**config.mk**
```make
export PLATFORM = sky130hd
export DESIGN_NAME = adc_capture_ctrl
export DESIGN_NICKNAME = d
export VERILOG_FILES = /design/src/rtl/adc_capture_pkg.sv /design/src/rtl/adc_trig_detect.sv /design/src/rtl/adc_capture_ctrl.sv
export SDC_FILE = /design/constraint.sdc
export NUM_CORES = 1
export LEC_CHECK = 0
export BUFFER_PORTS_ARGS = -buffer_cell sky130_fd_sc_hd__buf_2
export CAP_MARGIN = 20
export CORE_UTILIZATION = 40
export CTS_CLUSTER_SIZE = 40
export DETAILED_ROUTE_END_ITERATION = 16
export PLACE_DENSITY = 0.65
export SYNTH_ARGS = -nofsm -noshare
export SYNTH_HDL_FRONTEND = slang
export SYNTH_SLANG_ARGS = --single-unit
export TNS_END_PERCENT = 5
```
**constraint.sdc**
```tcl
create_clock -name adc_dci -period 4.1 [get_ports adc_dci]
set_clock_uncertainty 0.15 [all_clocks]
set_input_delay 0 -clock adc_dci [delete_from_list [all_inputs] [get_ports adc_dci]]
set_output_delay 0 -clock adc_dci [all_outputs]
set_load 0.1 [all_outputs]
```
**src/rtl/adc_capture_pkg.sv**
```systemverilog
// Shared types and defaults for the ADC frame-capture sequencer.
package adc_capture_pkg;

    localparam int FRAME_LEN_DEF = 1024;
    localparam int ADDR_W_DEF    = 10;
    localparam int DATA_W_DEF    = 16;
    localparam int DECIM_W_DEF   = 8;

    // Buffer word packing: channel B occupies the upper half of buf_wdata.
    localparam bit WDATA_CH_B_UPPER = 1'b1;

    typedef enum logic [1:0] {
        ST_IDLE    = 2'd0,
        ST_ARM     = 2'd1,
        ST_CAPTURE = 2'd2,
        ST_DONE    = 2'd3
    } cap_state_t;

endpackage

```
**src/rtl/adc_trig_detect.sv**
```systemverilog
// Level-crossing trigger: selects a channel, remembers its previous sample
// and flags a signed rising crossing of the threshold.
module adc_trig_detect
    import adc_capture_pkg::*;
#(
    parameter int DATA_W = DATA_W_DEF
) (
    input  logic              clk,
    input  logic              rst,
    input  logic              clr,
    input  logic              en,
    input  logic              ch_sel,
    input  logic [DATA_W-1:0] level,
    input  logic [DATA_W-1:0] data_a,
    input  logic [DATA_W-1:0] data_b,
    output logic              trig_hit
);

    logic [DATA_W-1:0] cur_sample;
    logic [DATA_W-1:0] prev_sample;
    logic              prev_valid;

    assign cur_sample = ch_sel ? data_b : data_a;

    // Previous-sample history; clr wipes it so the first armed cycle cannot fire.
    always_ff @(posedge clk) begin
        if (rst) begin
            prev_sample <= '0;
            prev_valid  <= 1'b0;
        end else if (clr) begin
            prev_sample <= '0;
            prev_valid  <= 1'b0;
        end else if (en) begin
            prev_sample <= cur_sample;
            prev_valid  <= 1'b1;
        end
    end

    assign trig_hit = en && prev_valid
                      && ($signed(prev_sample) <  $signed(level))
                      && ($signed(cur_sample)  >= $signed(level));

endmodule

```
**src/rtl/adc_capture_ctrl.sv**
```systemverilog
// Frame-capture sequencer between the dual-channel ADC and the FFT buffer.
//
// state      | meaning
// -----------+-----------------------------------------------------------
// ST_IDLE    | waiting for start; config is latched when start is taken
// ST_ARM     | watching the selected channel for a rising level crossing
// ST_CAPTURE | writing one decimated sample pair per D+1 cycles
// ST_DONE    | frame complete and held until frame_ack
module adc_capture_ctrl
    import adc_capture_pkg::*;
#(
    parameter int FRAME_LEN = FRAME_LEN_DEF,
    parameter int ADDR_W    = ADDR_W_DEF,
    parameter int DATA_W    = DATA_W_DEF,
    parameter int DECIM_W   = DECIM_W_DEF
) (
    input  logic                adc_dci,
    input  logic                sys_rst,
    input  logic [DATA_W-1:0]   adc_data,
    input  logic [DATA_W-1:0]   adc_data2,
    input  logic                start,
    input  logic                abort,
    input  logic [DECIM_W-1:0]  cfg_decim,
    input  logic                cfg_trig_en,
    input  logic                cfg_trig_ch,
    input  logic [DATA_W-1:0]   cfg_trig_level,
    output logic                buf_we,
    output logic [ADDR_W-1:0]   buf_addr,
    output logic [2*DATA_W-1:0] buf_wdata,
    output logic                frame_valid,
    input  logic                frame_ack,
    output logic                busy
);

    cap_state_t         state;
    cap_state_t         state_nxt;

    logic [DECIM_W-1:0] decim_q;
    logic               trig_ch_q;
    logic [DATA_W-1:0]  trig_level_q;

    logic [DECIM_W-1:0] dec_cnt;
    logic [ADDR_W-1:0]  addr_cnt;
    logic               frame_full;

    logic               start_ok;
    logic               trig_hit;
    logic               cap_en;
    logic               last_cap;

    assign start_ok = (state == ST_IDLE) && start && !abort;

    // A capture is either the trigger sample itself or a decimation tick;
    // abort suppresses it so nothing new is registered after the abort cycle.
    assign cap_en = !abort
                    && (((state == ST_ARM) && trig_hit)
                        || ((state == ST_CAPTURE) && !frame_full && (dec_cnt == '0)));

    assign last_cap = cap_en && (addr_cnt == ADDR_W'(FRAME_LEN - 1));

    adc_trig_detect #(
        .DATA_W (DATA_W)
    ) u_trig (
        .clk      (adc_dci),
        .rst      (sys_rst),
        .clr      (start_ok),
        .en       (state == ST_ARM),
        .ch_sel   (trig_ch_q),
        .level    (trig_level_q),
        .data_a   (adc_data),
        .data_b   (adc_data2),
        .trig_hit (trig_hit)
    );

    // State register.
    always_ff @(posedge adc_dci) begin
        if (sys_rst) begin
            state <= ST_IDLE;
        end else begin
            state <= state_nxt;
        end
    end

    // Next-state decode; abort overrides every other event.
    always_comb begin
        state_nxt = state;
        if (abort) begin
            state_nxt = ST_IDLE;
        end else begin
            case (state)
                ST_IDLE: begin
                    if (start) begin
                        state_nxt = cfg_trig_en ? ST_ARM : ST_CAPTURE;
                    end
                end
                ST_ARM: begin
                    if (trig_hit) begin
                        state_nxt = ST_CAPTURE;
                    end
                end
                ST_CAPTURE: begin
                    if (frame_full) begin
                        state_nxt = ST_DONE;
                    end
                end
                ST_DONE: begin
                    if (frame_ack) begin
                        state_nxt = ST_IDLE;
                    end
                end
                default: state_nxt = ST_IDLE;
            endcase
        end
    end

    // Config latch, decimation down-counter and write-address counter.
    always_ff @(posedge adc_dci) begin
        if (sys_rst) begin
            decim_q      <= '0;
            trig_ch_q    <= 1'b0;
            trig_level_q <= '0;
            dec_cnt      <= '0;
            addr_cnt     <= '0;
            frame_full   <= 1'b0;
        end else if (start_ok) begin
            decim_q      <= cfg_decim;
            trig_ch_q    <= cfg_trig_ch;
            trig_level_q <= cfg_trig_level;
            dec_cnt      <= '0;
            addr_cnt     <= '0;
            frame_full   <= 1'b0;
        end else if (cap_en) begin
            dec_cnt  <= decim_q;
            addr_cnt <= addr_cnt + 1'b1;
            if (last_cap) begin
                frame_full <= 1'b1;
            end
        end else if ((state == ST_CAPTURE) && (dec_cnt != '0)) begin
            dec_cnt <= dec_cnt - 1'b1;
        end
    end

    // Registered buffer write port.
    always_ff @(posedge adc_dci) begin
        if (sys_rst) begin
            buf_we    <= 1'b0;
            buf_addr  <= '0;
            buf_wdata <= '0;
        end else begin
            buf_we <= cap_en;
            if (cap_en) begin
                buf_addr  <= addr_cnt;
                buf_wdata <= WDATA_CH_B_UPPER ? {adc_data2, adc_data}
                                              : {adc_data, adc_data2};
            end
        end
    end

    assign frame_valid = (state == ST_DONE);
    assign busy        = (state != ST_IDLE);

endmodule

```
==> impl_metrics.tcl <==
set metrics [dict create \
    status "finished with violations" \
    violations "hold timing" \
    dp_hpwl_microns 8645 \
    synth_area_leader_cell "dfxtp_1" \
    critical_path.most_common_cell "and4_1" \
    synthCells 560 \
    setup_tns_ps 0 \
    cp_slowest_stage_delay_ps 460 \
    drt-total-wl_microns 12260 \
    nets 818 \
    ctsLongestPathBuffers 2 \
    hold_class "in -> reg" \
    r2r_slack_ps 330 \
    synth-seq-cells 106 \
    whs_path_depth 5 \
    synth_edf_count 0 \
    worstMarginPinSlew_ps 1048 \
    finalSetupViolCount 0 \
    ant_nets 0 \
    std_cell_rows 40 \
    maxCapViolCount 0 \
    cts_setup_buffers 0 \
    cts_tree "yes" \
    drt-pass1-iter-count 4 \
    critPathLaunch "trig_ch_q$_SDFFE_PP0P_" \
    worstSetupEndpointType "flip-flop" \
    yosysMostFrequentCell "dfxtp_1" \
    required_ps 4150 \
    cts_root_buf "clkbuf_16" \
    fp.dieW_microns 115.2 \
    worstPathArrival_ps 3810 \
    p_sw_share_pct 27.19 \
    grt_max_degree 63 \
    synth_fp_nets 661 \
    worstRegToRegCells 12 \
    async_reset_ff_share_pct 0 \
    yosysUniqueCellTypes 45 \
    grt_pass1_wl_microns 19820 \
    grt_pass1_vias 4259 \
    fin_crit_ps 3768 \
    drive_above_1_share_pct 21.33 \
    initial_core_util_pct 41.77 \
    place_congestion 0.8010 \
    cts_buffers 9 \
    syn_avg_cell_area_sq_um 9.145 \
    p_int_w 0.001640 \
    synth_warnings 0 \
    syn2layout_area_growth_pct 30.25 \
    finalHoldViolCount 2 \
    synth_top_area_share_pct 41.44 \
    clkTransAtPathRegs_ps 70 \
    crit_type "reg -> reg" \
    routed_via_density 4.938 \
    grt_overflow 0 \
    core_area_sq_um 12260 \
    power_frac_seq_pct 47.5 \
    vdd_drop_max_uv 195.8 \
    pin_count 108 \
    ys_top_cells_by_count "106 x dfxtp_1, 83 x nor2_1, 72 x nand2_1" \
    rsz0062_at_grt "false" \
    clkSinkCount 106 \
    route.detailed.drc 0 \
    port_buffers 107 \
    initialDrtViolationCount 234 \
    pwr-share-comb_pct 16.1 \
    clkPwrFrac_pct 36.5 \
    ys.flop_type "dfxtp_1" \
    total_leakage_power_nw 2.769 \
    worst-path-buf-inv 2 \
    clock_latency_ps 350 \
    dr_total_vias 4395 \
    crit-reg2reg-capture "buf_wdata[7]$_SDFFE_PP0P_" \
    cts_max_level 3 \
    setup.worst_path.end "buf_wdata[7]$_SDFFE_PP0P_" \
    relSlewSlack_pct 30.14 \
    antenna_found_initial 0 \
    worstSetupStartpointType "flip-flop" \
    netlist_area_sq_um 5121 \
    grtUsageTotal_pct 19.13 \
    whs_ps -25.55 \
    worst-path-max-fanout 62 \
    slowest_stage "dfxtp_2" \
    yosys-top-cells-area "dfxtp_1 41%, mux2i_1 14%, ha_1 9.3%, nor2_1 6.1%, nand2_1 5.3%" \
    finalMaxSlewViolations 0 \
    crit_family "simple AND/OR/NAND/NOR gates" \
    wl_per_cell_microns 13.78 \
    r2r_start "trig_ch_q$_SDFFE_PP0P_" \
    path_cells "buf_4, mux2_2, ha_1, and4_1, nand2_1, o31a_1, and4_1, nand4bb_1, a21oi_4, buf_12, mux2i_1, nor2_1" \
    fmax_mhz 265.4 \
    fp.dieArea_sq_um 13260 \
    ys_seq_area_share_pct 41.44 \
    antenna_cells 0 \
    cp.depth 12 \
    p_switching_w 0.0006126 \
    p_per_area_nw_per_um2 337.8 \
    min_period_over_period_pct 91.89 \
    die_y_microns 115.2 \
]
## power groups by stage
| stage | clock (W) | combinational (W) | sequential, W |
|---|---|---|---|
| 2_1_floorplan | 0 | 0.000183 | 0.00113 |
| 6_report | 0.000821 | 0.000362 | 0.00107 |
| 5_1_grt | 0.000882 | 0.000398 | 0.00107 |
| 4_1_cts | 0.000841 | 0.000363 | 0.00107 |
| 3_5_place_dp | 0 | 0.000318 | 0.00109 |
| 3_3_place_gp | 0 | 0.000311 | 0.00109 |
## flip-flops by register name, indices dropped and copies added, names as in the netlist
register / flops
u_trig.prev_sample: 16
trig_level_q: 16
buf_wdata: 32
dec_cnt: 8
state: 2
frame_full: 1
buf_addr: 10
trig_ch_q: 1
decim_q: 8
buf_we: 1
addr_cnt: 10
u_trig.prev_valid: 1
## stage by stage
step | worst slack (ps) | total power [W] | cells | area, sq um | utilization (%)
after floorplan | 378.9 | 0.001317 | 560 | 5121 | -
after global placement | 308.3 | 0.001403 | 814 | 5787 | 47.19
after detailed placement | 175.5 | 0.001411 | 814 | 5787 | 47.19
after CTS | 139.0 | 0.002272 | 889 | 6658 | 54.30
after global routing | 89.37 | 0.002352 | 890 | 6670 | 54.40
final | 332.4 | 0.002253 | 890 | 6670 | 54.40
## cell usage in the layout, fill, tap and decap left out, types with 2 or more instances in the layout
cell / netlist / layout
or3_1: 5 / 5
nand4_1: 7 / 7
nand3_1: 4 / 4
mux2i_1: 71 / 71
o21ai_0: 5 / 5
a31o_2: 2 / 2
or4_1: 2 / 2
xor2_1: 3 / 3
a2111oi_2: 2 / 2
a31oi_1: 2 / 2
mux2_2: 15 / 15
clkbuf_16: 0 / 9
inv_6: 0 / 2
dfxtp_1: 106 / 105
xnor2_1: 7 / 7
inv_1: 25 / 25
and4_1: 4 / 4
a21o_1: 3 / 3
nor2_1: 83 / 83
a21oi_1: 38 / 38
a211o_1: 2 / 2
buf_4: 0 / 6
dlygate4sd3_1: 0 / 59
nor3_1: 7 / 6
buf_2: 0 / 107
nand2_1: 72 / 72
a21boi_0: 2 / 2
ha_1: 38 / 38
and2_1: 3 / 3
clkinvlp_4: 0 / 2
nor2b_1: 2 / 2
nand2b_1: 4 / 4
a211oi_1: 3 / 3
## cells by family (layout without fill, tap and decap cells)
kind of cell,after synthesis,count (layout),synth area share (%)
AND/OR/NAND/NOR,198,198,16.91
buffers and inverters,53,215,4.911
flip-flops,106,106,41.44
AO/OA/AOI/OAI,69,69,8.576
multiplexers,86,86,17.18
XOR/XNOR,10,10,1.710
adder cells (fa/ha/maj),38,38,9.284
## cell type report
cell class	instances	area, sq um
Tap cell	168	210.2
Fill cell	1128	5592
Inverter	25	93.84
Clock inverter	5	37.54
Multi-Input combinational cell	401	2760
Clock buffer	11	242.7
Sequential cell	106	2123
Timing Repair Buffer	174	1202
## routing by layer
| layer | part of all wire [%] | vias up | track usage [%] |
|---|---|---|---|
| met1 | 47 | 2066 | 23.47 |
| met5 | 0 | - | 0 |
| met2 | 49 | 80 | 33.37 |
| met4 | 1.9 | 0 | 8.658 |
| li1 | - | 2234 | - |
| met3 | 2.7 | 15 | 2.530 |
## worst min-delay path by stage
| stage | start | end | slack (ps) |
|---|---|---|---|
| global placement | cfg_trig_level[6] | trig_level_q[6]$_SDFFE_PP0P_ | 90 |
| global route | start | trig_ch_q$_SDFFE_PP0P_ | 20 |
| CTS | frame_ack | state[0]$_SDFFE_PP0P_ | 20 |
| floorplan | cfg_decim[0] | decim_q[0]$_SDFFE_PP0P_ | -10 |
| finish | start | trig_level_q[0]$_SDFFE_PP0P_ | -30 |
| detailed placement | cfg_trig_level[7] | trig_level_q[7]$_SDFFE_PP0P_ | 100 |
## worst min-delay path, stage by stage
cell and delay [ps]:
buf_2 100, inv_1 100, nor3_2 100, nand2_1 80, a21oi_1 50
## timing repair
item,CTS,global route
hold buffers,59,0
gates resized for setup,0,1
endpoints found under the setup margin,0,47
hold endpoints to repair,78,0
Note: power is estimated with default switching activity, not from simulation.
